$ cat config.mk
export PLATFORM = sky130hd
export DESIGN_NAME = display_timings_param_flat
export DESIGN_NICKNAME = d
export VERILOG_FILES = /design/src/rtl/display_timings_pkg.sv /design/src/rtl/display_timings_param_if.sv /design/src/rtl/display_timings_param_delay_line.sv /design/src/rtl/display_timings_param.sv /design/src/flat_wrapper.sv
export SDC_FILE = /design/constraint.sdc
export NUM_CORES = 1
export LEC_CHECK = 0
export CORE_ASPECT_RATIO = 0.5
export CORE_MARGIN = 4
export CORE_UTILIZATION = 45
export DETAILED_ROUTE_END_ITERATION = 10
export GPL_ROUTABILITY_DRIVEN = 0
export PLACE_DENSITY = 0.68
export SLEW_MARGIN = 25
export SYNTH_ARGS = -nofsm -noshare
export SYNTH_HDL_FRONTEND = slang
export SYNTH_SLANG_ARGS = --single-unit
$ cat constraint.sdc
create_clock -name clk_pix -period 6.4 [get_ports clk_pix]
set_input_delay 1.6 -clock clk_pix [delete_from_list [all_inputs] [get_ports clk_pix]]
set_output_delay 1.6 -clock clk_pix [all_outputs]
set_load 0.01 [all_outputs]
$ cat src/rtl/display_timings_pkg.sv
// Shared timing description types, common video mode presets and helpers
// for the parametrised display timing generator.
package display_timings_pkg;

  typedef struct packed {
    int unsigned res;
    int unsigned fp;
    int unsigned sync;
    int unsigned bp;
    logic        pol;
  } timing_t;

  typedef struct packed {
    timing_t h;
    timing_t v;
  } mode_t;

  localparam int MAX_DELAY = 7;

  localparam mode_t TIMING_640x480_60 = '{
    h: '{res: 640,  fp: 16,  sync: 96,  bp: 48,  pol: 1'b0},
    v: '{res: 480,  fp: 10,  sync: 2,   bp: 33,  pol: 1'b0}
  };

  localparam mode_t TIMING_800x600_60 = '{
    h: '{res: 800,  fp: 40,  sync: 128, bp: 88,  pol: 1'b1},
    v: '{res: 600,  fp: 1,   sync: 4,   bp: 23,  pol: 1'b1}
  };

  localparam mode_t TIMING_1280x720_60 = '{
    h: '{res: 1280, fp: 110, sync: 40,  bp: 220, pol: 1'b1},
    v: '{res: 720,  fp: 5,   sync: 5,   bp: 20,  pol: 1'b1}
  };

  function automatic int unsigned total(input timing_t t);
    return t.res + t.fp + t.sync + t.bp;
  endfunction

endpackage

$ cat src/rtl/display_timings_param_if.sv
// Video timing bundle driven by the generator (master) into pixel
// generators and the video output stage (slave).
interface display_timings_param_if #(
  parameter int CORDW = 16,
  parameter int FCW   = 16
);
  logic                    hsync;
  logic                    vsync;
  logic                    de;
  logic                    frame;
  logic                    line;
  logic signed [CORDW-1:0] sx;
  logic signed [CORDW-1:0] sy;
  logic [FCW-1:0]          frame_cnt;

  modport master (output hsync, vsync, de, frame, line, sx, sy, frame_cnt);
  modport slave  (input  hsync, vsync, de, frame, line, sx, sy, frame_cnt);
endinterface

$ cat src/rtl/display_timings_param_delay_line.sv
// Fixed-depth register chain with asynchronous reset to a given value;
// depth 0 is a plain wire.
module timing_delay_line #(
  parameter int               WIDTH     = 1,
  parameter int               DEPTH     = 0,
  parameter logic [WIDTH-1:0] RESET_VAL = '0
) (
  input  logic             clk_i,
  input  logic             rst_ni,
  input  logic [WIDTH-1:0] d_i,
  output logic [WIDTH-1:0] q_o
);

  if (DEPTH == 0) begin : g_pass
    logic unused_clk_rst;
    assign unused_clk_rst = clk_i ^ rst_ni;
    assign q_o = d_i;
  end else begin : g_pipe
    logic [WIDTH-1:0] stage_q [DEPTH];

    always_ff @(posedge clk_i or negedge rst_ni) begin
      if (!rst_ni) begin
        for (int i = 0; i < DEPTH; i++) stage_q[i] <= RESET_VAL;
      end else begin
        stage_q[0] <= d_i;
        for (int i = 1; i < DEPTH; i++) stage_q[i] <= stage_q[i-1];
      end
    end

    assign q_o = stage_q[DEPTH-1];
  end

endmodule

$ cat src/rtl/display_timings_param.sv
// Parametrised raster timing generator: signed coordinates (negative in
// blanking), programmable sync polarity, frame counter and output delay.
module display_timings_param
  import display_timings_pkg::*;
#(
  parameter int          CORDW  = 16,
  parameter int unsigned H_RES  = 640,
  parameter int unsigned H_FP   = 16,
  parameter int unsigned H_SYNC = 96,
  parameter int unsigned H_BP   = 48,
  parameter int unsigned V_RES  = 480,
  parameter int unsigned V_FP   = 10,
  parameter int unsigned V_SYNC = 2,
  parameter int unsigned V_BP   = 33,
  parameter logic        H_POL  = 1'b0,
  parameter logic        V_POL  = 1'b0,
  parameter int          DELAY  = 0,
  parameter int          FCW    = 16
) (
  input  logic                     clk_pix,
  input  logic                     rst_pix_n,
  display_timings_param_if.master  vid
);

  localparam timing_t H_T = '{res: H_RES, fp: H_FP, sync: H_SYNC, bp: H_BP, pol: H_POL};
  localparam timing_t V_T = '{res: V_RES, fp: V_FP, sync: V_SYNC, bp: V_BP, pol: V_POL};

  localparam int H_STA_I = int'(H_RES) - int'(total(H_T));
  localparam int V_STA_I = int'(V_RES) - int'(total(V_T));
  localparam int H_END_I = int'(H_RES) - 1;
  localparam int V_END_I = int'(V_RES) - 1;
  localparam int C_MAX   = (1 << (CORDW - 1)) - 1;

  if (DELAY < 0 || DELAY > MAX_DELAY) begin : g_chk_delay
    $error("display_timings_param: DELAY must be in 0..7");
  end
  if (H_FP == 0 || H_SYNC == 0 || H_BP == 0 ||
      V_FP == 0 || V_SYNC == 0 || V_BP == 0) begin : g_chk_porch
    $error("display_timings_param: porch and sync widths must be non-zero");
  end
  if (CORDW < 2 || CORDW > 31 ||
      H_STA_I < -C_MAX - 1 || V_STA_I < -C_MAX - 1 ||
      H_END_I > C_MAX || V_END_I > C_MAX) begin : g_chk_cordw
    $error("display_timings_param: CORDW too narrow for the timing range");
  end

  localparam logic signed [CORDW-1:0] H_STA  = CORDW'(H_STA_I);
  localparam logic signed [CORDW-1:0] H_END  = CORDW'(H_END_I);
  localparam logic signed [CORDW-1:0] V_STA  = CORDW'(V_STA_I);
  localparam logic signed [CORDW-1:0] V_END  = CORDW'(V_END_I);
  localparam logic signed [CORDW-1:0] HS_BEG = CORDW'(H_STA_I + int'(H_FP));
  localparam logic signed [CORDW-1:0] HS_END = CORDW'(H_STA_I + int'(H_FP + H_SYNC) - 1);
  localparam logic signed [CORDW-1:0] VS_BEG = CORDW'(V_STA_I + int'(V_FP));
  localparam logic signed [CORDW-1:0] VS_END = CORDW'(V_STA_I + int'(V_FP + V_SYNC) - 1);
  localparam logic signed [CORDW-1:0] C_ZERO = '0;
  localparam logic signed [CORDW-1:0] C_ONE  = CORDW'(1);

  typedef struct packed {
    logic                    hsync;
    logic                    vsync;
    logic                    de;
    logic                    frame;
    logic                    line;
    logic signed [CORDW-1:0] sx;
    logic signed [CORDW-1:0] sy;
    logic [FCW-1:0]          frame_cnt;
  } vid_t;

  localparam vid_t VID_RST = '{
    hsync: ~H_POL, vsync: ~V_POL, de: 1'b0, frame: 1'b0, line: 1'b0,
    sx: H_STA, sy: V_STA, frame_cnt: '0
  };

  logic signed [CORDW-1:0] x_q, x_d, y_q, y_d;
  vid_t                    p0_q, p0_d;
  vid_t                    vid_out;
  logic                    x_end, y_end, frame_now;

  always_comb begin
    x_end     = (x_q == H_END);
    y_end     = (y_q == V_END);
    frame_now = (x_q == H_STA) && (y_q == V_STA);

    x_d = x_end ? H_STA : x_q + C_ONE;
    y_d = y_q;
    if (x_end) y_d = y_end ? V_STA : y_q + C_ONE;

    p0_d.hsync     = ((x_q >= HS_BEG) && (x_q <= HS_END)) ? H_POL : ~H_POL;
    p0_d.vsync     = ((y_q >= VS_BEG) && (y_q <= VS_END)) ? V_POL : ~V_POL;
    p0_d.de        = (x_q >= C_ZERO) && (y_q >= C_ZERO);
    p0_d.frame     = frame_now;
    p0_d.line      = (x_q == H_STA);
    p0_d.sx        = x_q;
    p0_d.sy        = y_q;
    p0_d.frame_cnt = frame_now ? p0_q.frame_cnt + FCW'(1) : p0_q.frame_cnt;
  end

  // Stage 0: counters advance while every decode of the current (x,y) is captured.
  always_ff @(posedge clk_pix or negedge rst_pix_n) begin
    if (!rst_pix_n) begin
      x_q  <= H_STA;
      y_q  <= V_STA;
      p0_q <= VID_RST;
    end else begin
      x_q  <= x_d;
      y_q  <= y_d;
      p0_q <= p0_d;
    end
  end

  // Stages 1..DELAY: whole bundle delayed together so outputs stay aligned.
  timing_delay_line #(
    .WIDTH     ($bits(vid_t)),
    .DEPTH     (DELAY),
    .RESET_VAL (VID_RST)
  ) u_delay (
    .clk_i  (clk_pix),
    .rst_ni (rst_pix_n),
    .d_i    (p0_q),
    .q_o    (vid_out)
  );

  assign vid.hsync     = vid_out.hsync;
  assign vid.vsync     = vid_out.vsync;
  assign vid.de        = vid_out.de;
  assign vid.frame     = vid_out.frame;
  assign vid.line      = vid_out.line;
  assign vid.sx        = vid_out.sx;
  assign vid.sy        = vid_out.sy;
  assign vid.frame_cnt = vid_out.frame_cnt;

endmodule

$ cat src/flat_wrapper.sv
// flat-port wrapper written by rule: the top's interface ports become plain ports
module display_timings_param_flat import display_timings_pkg::*;
#(
  parameter int          CORDW  = 16,
  parameter int unsigned H_RES  = 640,
  parameter int unsigned H_FP   = 16,
  parameter int unsigned H_SYNC = 96,
  parameter int unsigned H_BP   = 48,
  parameter int unsigned V_RES  = 480,
  parameter int unsigned V_FP   = 10,
  parameter int unsigned V_SYNC = 2,
  parameter int unsigned V_BP   = 33,
  parameter logic        H_POL  = 1'b0,
  parameter logic        V_POL  = 1'b0,
  parameter int          DELAY  = 0,
  parameter int          FCW    = 16
)
  (clk_pix, rst_pix_n, vid_hsync, vid_vsync, vid_de, vid_frame, vid_line, vid_sx, vid_sy, vid_frame_cnt);
  display_timings_param_if #(.CORDW(CORDW), .FCW(FCW)) vid_i ();
  input  logic clk_pix;
  input  logic rst_pix_n;
  output wire logic [$bits(vid_i.hsync)-1:0] vid_hsync;
  output wire logic [$bits(vid_i.vsync)-1:0] vid_vsync;
  output wire logic [$bits(vid_i.de)-1:0] vid_de;
  output wire logic [$bits(vid_i.frame)-1:0] vid_frame;
  output wire logic [$bits(vid_i.line)-1:0] vid_line;
  output wire logic [$bits(vid_i.sx)-1:0] vid_sx;
  output wire logic [$bits(vid_i.sy)-1:0] vid_sy;
  output wire logic [$bits(vid_i.frame_cnt)-1:0] vid_frame_cnt;
  assign vid_hsync = vid_i.hsync;
  assign vid_vsync = vid_i.vsync;
  assign vid_de = vid_i.de;
  assign vid_frame = vid_i.frame;
  assign vid_line = vid_i.line;
  assign vid_sx = vid_i.sx;
  assign vid_sy = vid_i.sy;
  assign vid_frame_cnt = vid_i.frame_cnt;
  display_timings_param #(.CORDW(CORDW), .H_RES(H_RES), .H_FP(H_FP), .H_SYNC(H_SYNC), .H_BP(H_BP), .V_RES(V_RES), .V_FP(V_FP), .V_SYNC(V_SYNC), .V_BP(V_BP), .H_POL(H_POL), .V_POL(V_POL), .DELAY(DELAY), .FCW(FCW)) u_core (.clk_pix(clk_pix), .rst_pix_n(rst_pix_n), .vid(vid_i));
endmodule
# Word-level counts from Yosys, hierarchy flattened
# Index checks and enable logic that the tools add are counted.
dict set report classes {
  n_eq_ne 4
  multipliers 0
  order_cmp 6
  muxes 4
  div 0
  bitwise_logic 0
  n_reduce_logical 4
  addsub 3
  shifts 0
}
# operator n
set ops {}
lappend ops {{adder 16 x 2 -> 16 bit, second input constant} 2}
lappend ops {{>= comparator 16 x 1 -> 1 bit, second input constant} 2}
lappend ops {{<= comparator 16 x 7 -> 1 bit, second input constant} 2}
lappend ops {{two-way mux 16 bit} 2}
lappend ops {{adder 16 x 1 -> 16 bit, second input constant} 1}
lappend ops {{== test 16 x 10 -> 1 bit, second input constant} 1}
lappend ops {{== test 16 x 11 -> 1 bit, second input constant} 1}
lappend ops {{== test 16 x 7 -> 1 bit, second input constant} 1}
lappend ops {{== test 16 x 9 -> 1 bit, second input constant} 1}
lappend ops {{>= comparator 16 x 7 -> 1 bit, second input constant} 1}
lappend ops {{>= comparator 16 x 9 -> 1 bit, second input constant} 1}
lappend ops {{logical AND 1 bit} 4}
lappend ops {{two-way mux 1 bit} 2}
dict set report totals {
  memories 0
  latchBits 0
  wordCells 31
  reg_bits 85
  input_bits 2
  mem_bits_rw 0
  out_inout_bits 53
  romBits 0
}

# Depth between registers and ports, before layout
dict set report depth {
  word_depth 3
  mapped_depth 8
  depth_no_buf 7
}

# Modules after synthesis
# Synthesis repeated with hierarchy kept, for this count alone.
dict set report hier_totals {
  hier_cells 357
  area_unflattened_um2 4008.8
}
# mod area_each_um2 n_inst cells_each
set modules_own_cells {}
lappend modules_own_cells {display_timings_param 3611.0 1 304}
lappend modules_own_cells {timing_delay_line 397.9 1 53}

# Worst setup path after synthesis
# No wires, ideal clock.
dict set report synth_timing {
  path_kind {register to output}
  start {register u_core.p0_q[52] in the netlist's numbering}
  end {output port vid_hsync}
  stages_incl_launch_ff 1
  path_slack_ns 4.280
  arrival_time_ns 0.520
  t_required_ns 4.800
  n_path_buf 0
  path_cell_list {dfstp_2}
}
# item line
set synth_rtl {}
lappend synth_rtl {{start, declared} display_timings_param.sv:75} ;# vid_t p0_q, p0_d;
lappend synth_rtl {{start signal, assigned} display_timings_param.sv:107} ;# p0_q <= p0_d;
lappend synth_rtl {{end, declared} flat_wrapper.sv:22} ;# output wire logic [$bits(vid_i.hsync)-1:0] vid_hsync;
# No word-level cell between the ends.

# Final worst setup path
dict set report layout_timing {
  start {register u_core.p0_q[26] in the netlist's numbering}
  end {output port vid_sy[10]}
}
# item line
set layout_rtl {}
lappend layout_rtl {{end, declared} flat_wrapper.sv:28} ;# output wire logic [$bits(vid_i.sy)-1:0] vid_sy;
# No word-level cell between the ends.

==> results.md <==
- Status: finished, final reports clean
- Crit path cell chain: clkdlybuf4s50_1
- Adder-Cell Fraction of Synth Area: 0.0243
- Root buffer cell: clkbuf_16
- Synth Register Bits: 85
- Port bufs: between 50 and 60
- CP startpoint kind: flip-flop
- DR vias/cell: about 5.2
- Post-CTS Resized: 0
- TNS Setup: 0 ns
- Post-CTS Hold Fix Bufs: 0
- Core ar.: around 7500 um2
- Synth Area in XOR/XNOR: 0.0803
- Wirelength per Cell: 15.2 um
- Met3 Use GR: 0.0582
- Met1 usage: 0.196
- Die width: ~130 um
- Main synth FF type: dfstp_2
- CP Capture Type: primary output
- Reg2reg start: u_core.x_q[0]
- Mean Syn Cell Area: between 10 and 15 um2
- Syn_nets: roughly 310
- Hold endpoint: u_core.p0_q[46]
- # IOs: 55
- Reg2Reg Depth: 6
- Final worst path period share: 0.466
- DRT Pass-1 Iters: 4
- Unrepaired setup endpoints after global routing: false
- Synth unique cells: 39
- Fin nets: approximately 370
- Mux contribution to synthesized area: 0.00869
- Clk buf depth: 2
- Worst slew pin tran: just over 0.8 ns
- Initial antenna violation count: 0
- Pleak: between 1.5 and 2 nW
- Post-synth EDFFs: 0
- Final WL: 7.17 mm
- Post-layout min period: approximately 3.0 ns
- Combinational family with the most area after synthesis: simple AND/OR/NAND/NOR gates
- Total gr overflow: 0
- Final Max Tran Viols: 0
- Global-route wire length before repair: 11.9 mm
- Buf/Inv on CP: 1
- Hpwl dp: 4.71 mm
- DRC Markers: 0
- Clk_lat worst skew: between 0.3 and 0.4 ns
- Max stage delay cell, worst path: dfstp_2
- Worst slack at placement: about 3.7 ns
- Final Hold Viols: 0
- Area growth from synthesis to layout: 27.3%
- R2R Setup Slk: 3.65 ns
- Clock transition at path regs: about 0.070 ns
- Post-Synth Simple-Gate Area: 0.223
- Vias in the first global route: 2376
- Syn. warnings: 0
- Worst hold path type: flip-flop to flip-flop
- Crit path required time: ~4.8 ns
- RR Endpoint: u_core.y_q[6]
- DIE AREA: around 9600 um2
- Share of post-route cells with drive strength above 1: 0.226
- Pwr Density: about 250 nW/um2
- Setup CP Type: flip-flop to primary output
- Remaining antenna violation count: 0
- Power Total: around 1.1 mW
- Rows: 22
- TritonCTS Buffers: 9
- Hold depth: 0
- F_max: 335 MHz
- CP delay by family, top: flip-flops
- Met2 usage: 0.255
- Slew HR: 0.461
- Max Fanout on Critical Path: 1
- Worst vdd ir: between 0.1 and 0.15 mV
- Diode count: 0
- Final setup violating endpoints: 0
- Final Skew: roughly 0.011 ns
- Mapped cell area: 3600 um2
- Setup ws final: roughly 3.4 ns
- Grt peak-use layer: met2
- Sequential cell area fraction in the yosys report: 0.607
- Vias: between 2000 and 2500
- Fraction of registers with async set/reset: 1.00
- Largest net degree at the start of global routing: 86
- Maxcap violations: 0
- Drt initial violations: 136
- Placed standard-cell area: 4230 um2
- Post-Syn Instances: between 300 and 400
- TritonCTS clock tree: done
- Hold_sp: u_core.x_q[14]
- Tot GR Track Use: 0.158
- Data arrival time of the worst path: 1.38 ns
- Clk sink count: 85
- Starting Density: 0.477
- Fillers: ~610
- Post-route design area: 4590 um2
- Die Height: ~71 um
- Max H-tree Level: 3
- Post-CTS repair timing setup buffer count: 0
- Worst path max stage delay: 0.52 ns
- Compound-Gate Fraction of Synth Area: 0.0320
cells in the mapped netlist, types with 6 or more instances:
| cell type | instances | area (um2) |
|---|---|---|
| a21oi_1 | 7 | 35.0 |
| and3_1 | 6 | 37.5 |
| clkbuf_1 | 8 | 30.0 |
| dfrtp_1 | 37 | 926 |
| dfstp_2 | 48 | 1260 |
| ha_1 | 7 | 87.6 |
| inv_1 | 12 | 45.0 |
| nand2_1 | 26 | 97.6 |
| nand3_1 | 19 | 95.1 |
| nand4_1 | 15 | 93.8 |
| nor2_1 | 23 | 86.3 |
| nor3_1 | 8 | 40.0 |
| o21ai_0 | 8 | 40.0 |
| xnor2_1 | 15 | 131 |
| xor2_1 | 18 | 158 |
metal layers:
metal / vias up / share of wire
met2: 61 / 0.50
met5: - / 0
met1: 1208 / 0.44
li1: 1163 / -
met4: 0 / 0.015
met3: 12 / 0.048
registers in the layout, indices dropped and copies added, names as in the netlist:
| register | flops |
|---|---|
| u_core.y_q | 16 |
| u_core.p0_q | 53 |
| u_core.x_q | 16 |
stage by stage:
step,utilization,hold slack [ns],cells
5_1_grt,0.608,0.403,471
6_report,0.608,0.397,471
4_1_cts,0.607,0.397,471
2_1_floorplan,-,0.352,302
3_5_place_dp,0.561,0.383,455
3_3_place_gp,0.561,0.378,455
worst max path at each step:
stage	startpoint	to	cells after the start	slack, ns
after floorplan	u_core.p0_q[52]	vid_hsync	0	4.28
after global placement	u_core.p0_q[25]	vid_sy[9]	1	3.77
after detailed placement	u_core.x_q[9]	u_core.y_q[6]	5	3.72
after CTS	u_core.p0_q[26]	vid_sy[10]	1	3.39
after global routing	u_core.p0_q[9]	vid_frame_cnt[9]	1	3.36
final	u_core.p0_q[26]	vid_sy[10]	1	3.42
where the power goes:
group	internal (mW)	switching, mW	total, mW
clock network	0.391	0.206	0.597
registers	0.539	0	0.539
logic	0.000605	0.00961	0.0102
logic make-up after synthesis:
group                      Yosys count
adders and majority gates            7
and+or+nand+nor                    133
xor gates and xnor gates            33
buffers and inverters               21
DFF                                 85
AOI/OAI and AO/OA                   20
muxes                                3
cell usage in the layout (no fill, tap or decap), types with 3 or more instances in the layout:
cell             synthesis  routed
nand2_1                 26      26
a21oi_1                  7       7
dfstp_2                 48      48
nor4_2                   4       4
ha_1                     7       7
o21ai_0                  8       8
clkbuf_16                0       9
xor2_1                  18      18
and4_1                   3       3
bufinv_16                0       3
nand4_1                 15      15
clkdlybuf4s50_1          0      53
nor2_1                  23      23
nor4_1                   5       5
nand3_1                 19      19
dfrtp_1                 37      37
nor3_1                   8       8
nor3_2                   5       5
or3_1                    4       4
xnor2_1                 15      15
inv_1                   12      12
and3_1                   6       6
cell type report:
class / count / area (um2) / area share
clock buffers: 10 / 239 / 0.0521
clock inverters: 6 / 110 / 0.0240
inverters: 12 / 45.0 / 0.00982
multi-input cells: 196 / 1330 / 0.289
flip-flops and latches: 85 / 2190 / 0.477
well taps: 108 / 135 / 0.0295
repair buffers: 54 / 542 / 0.118
No activity file was read; power rests on OpenSTA's default activity.
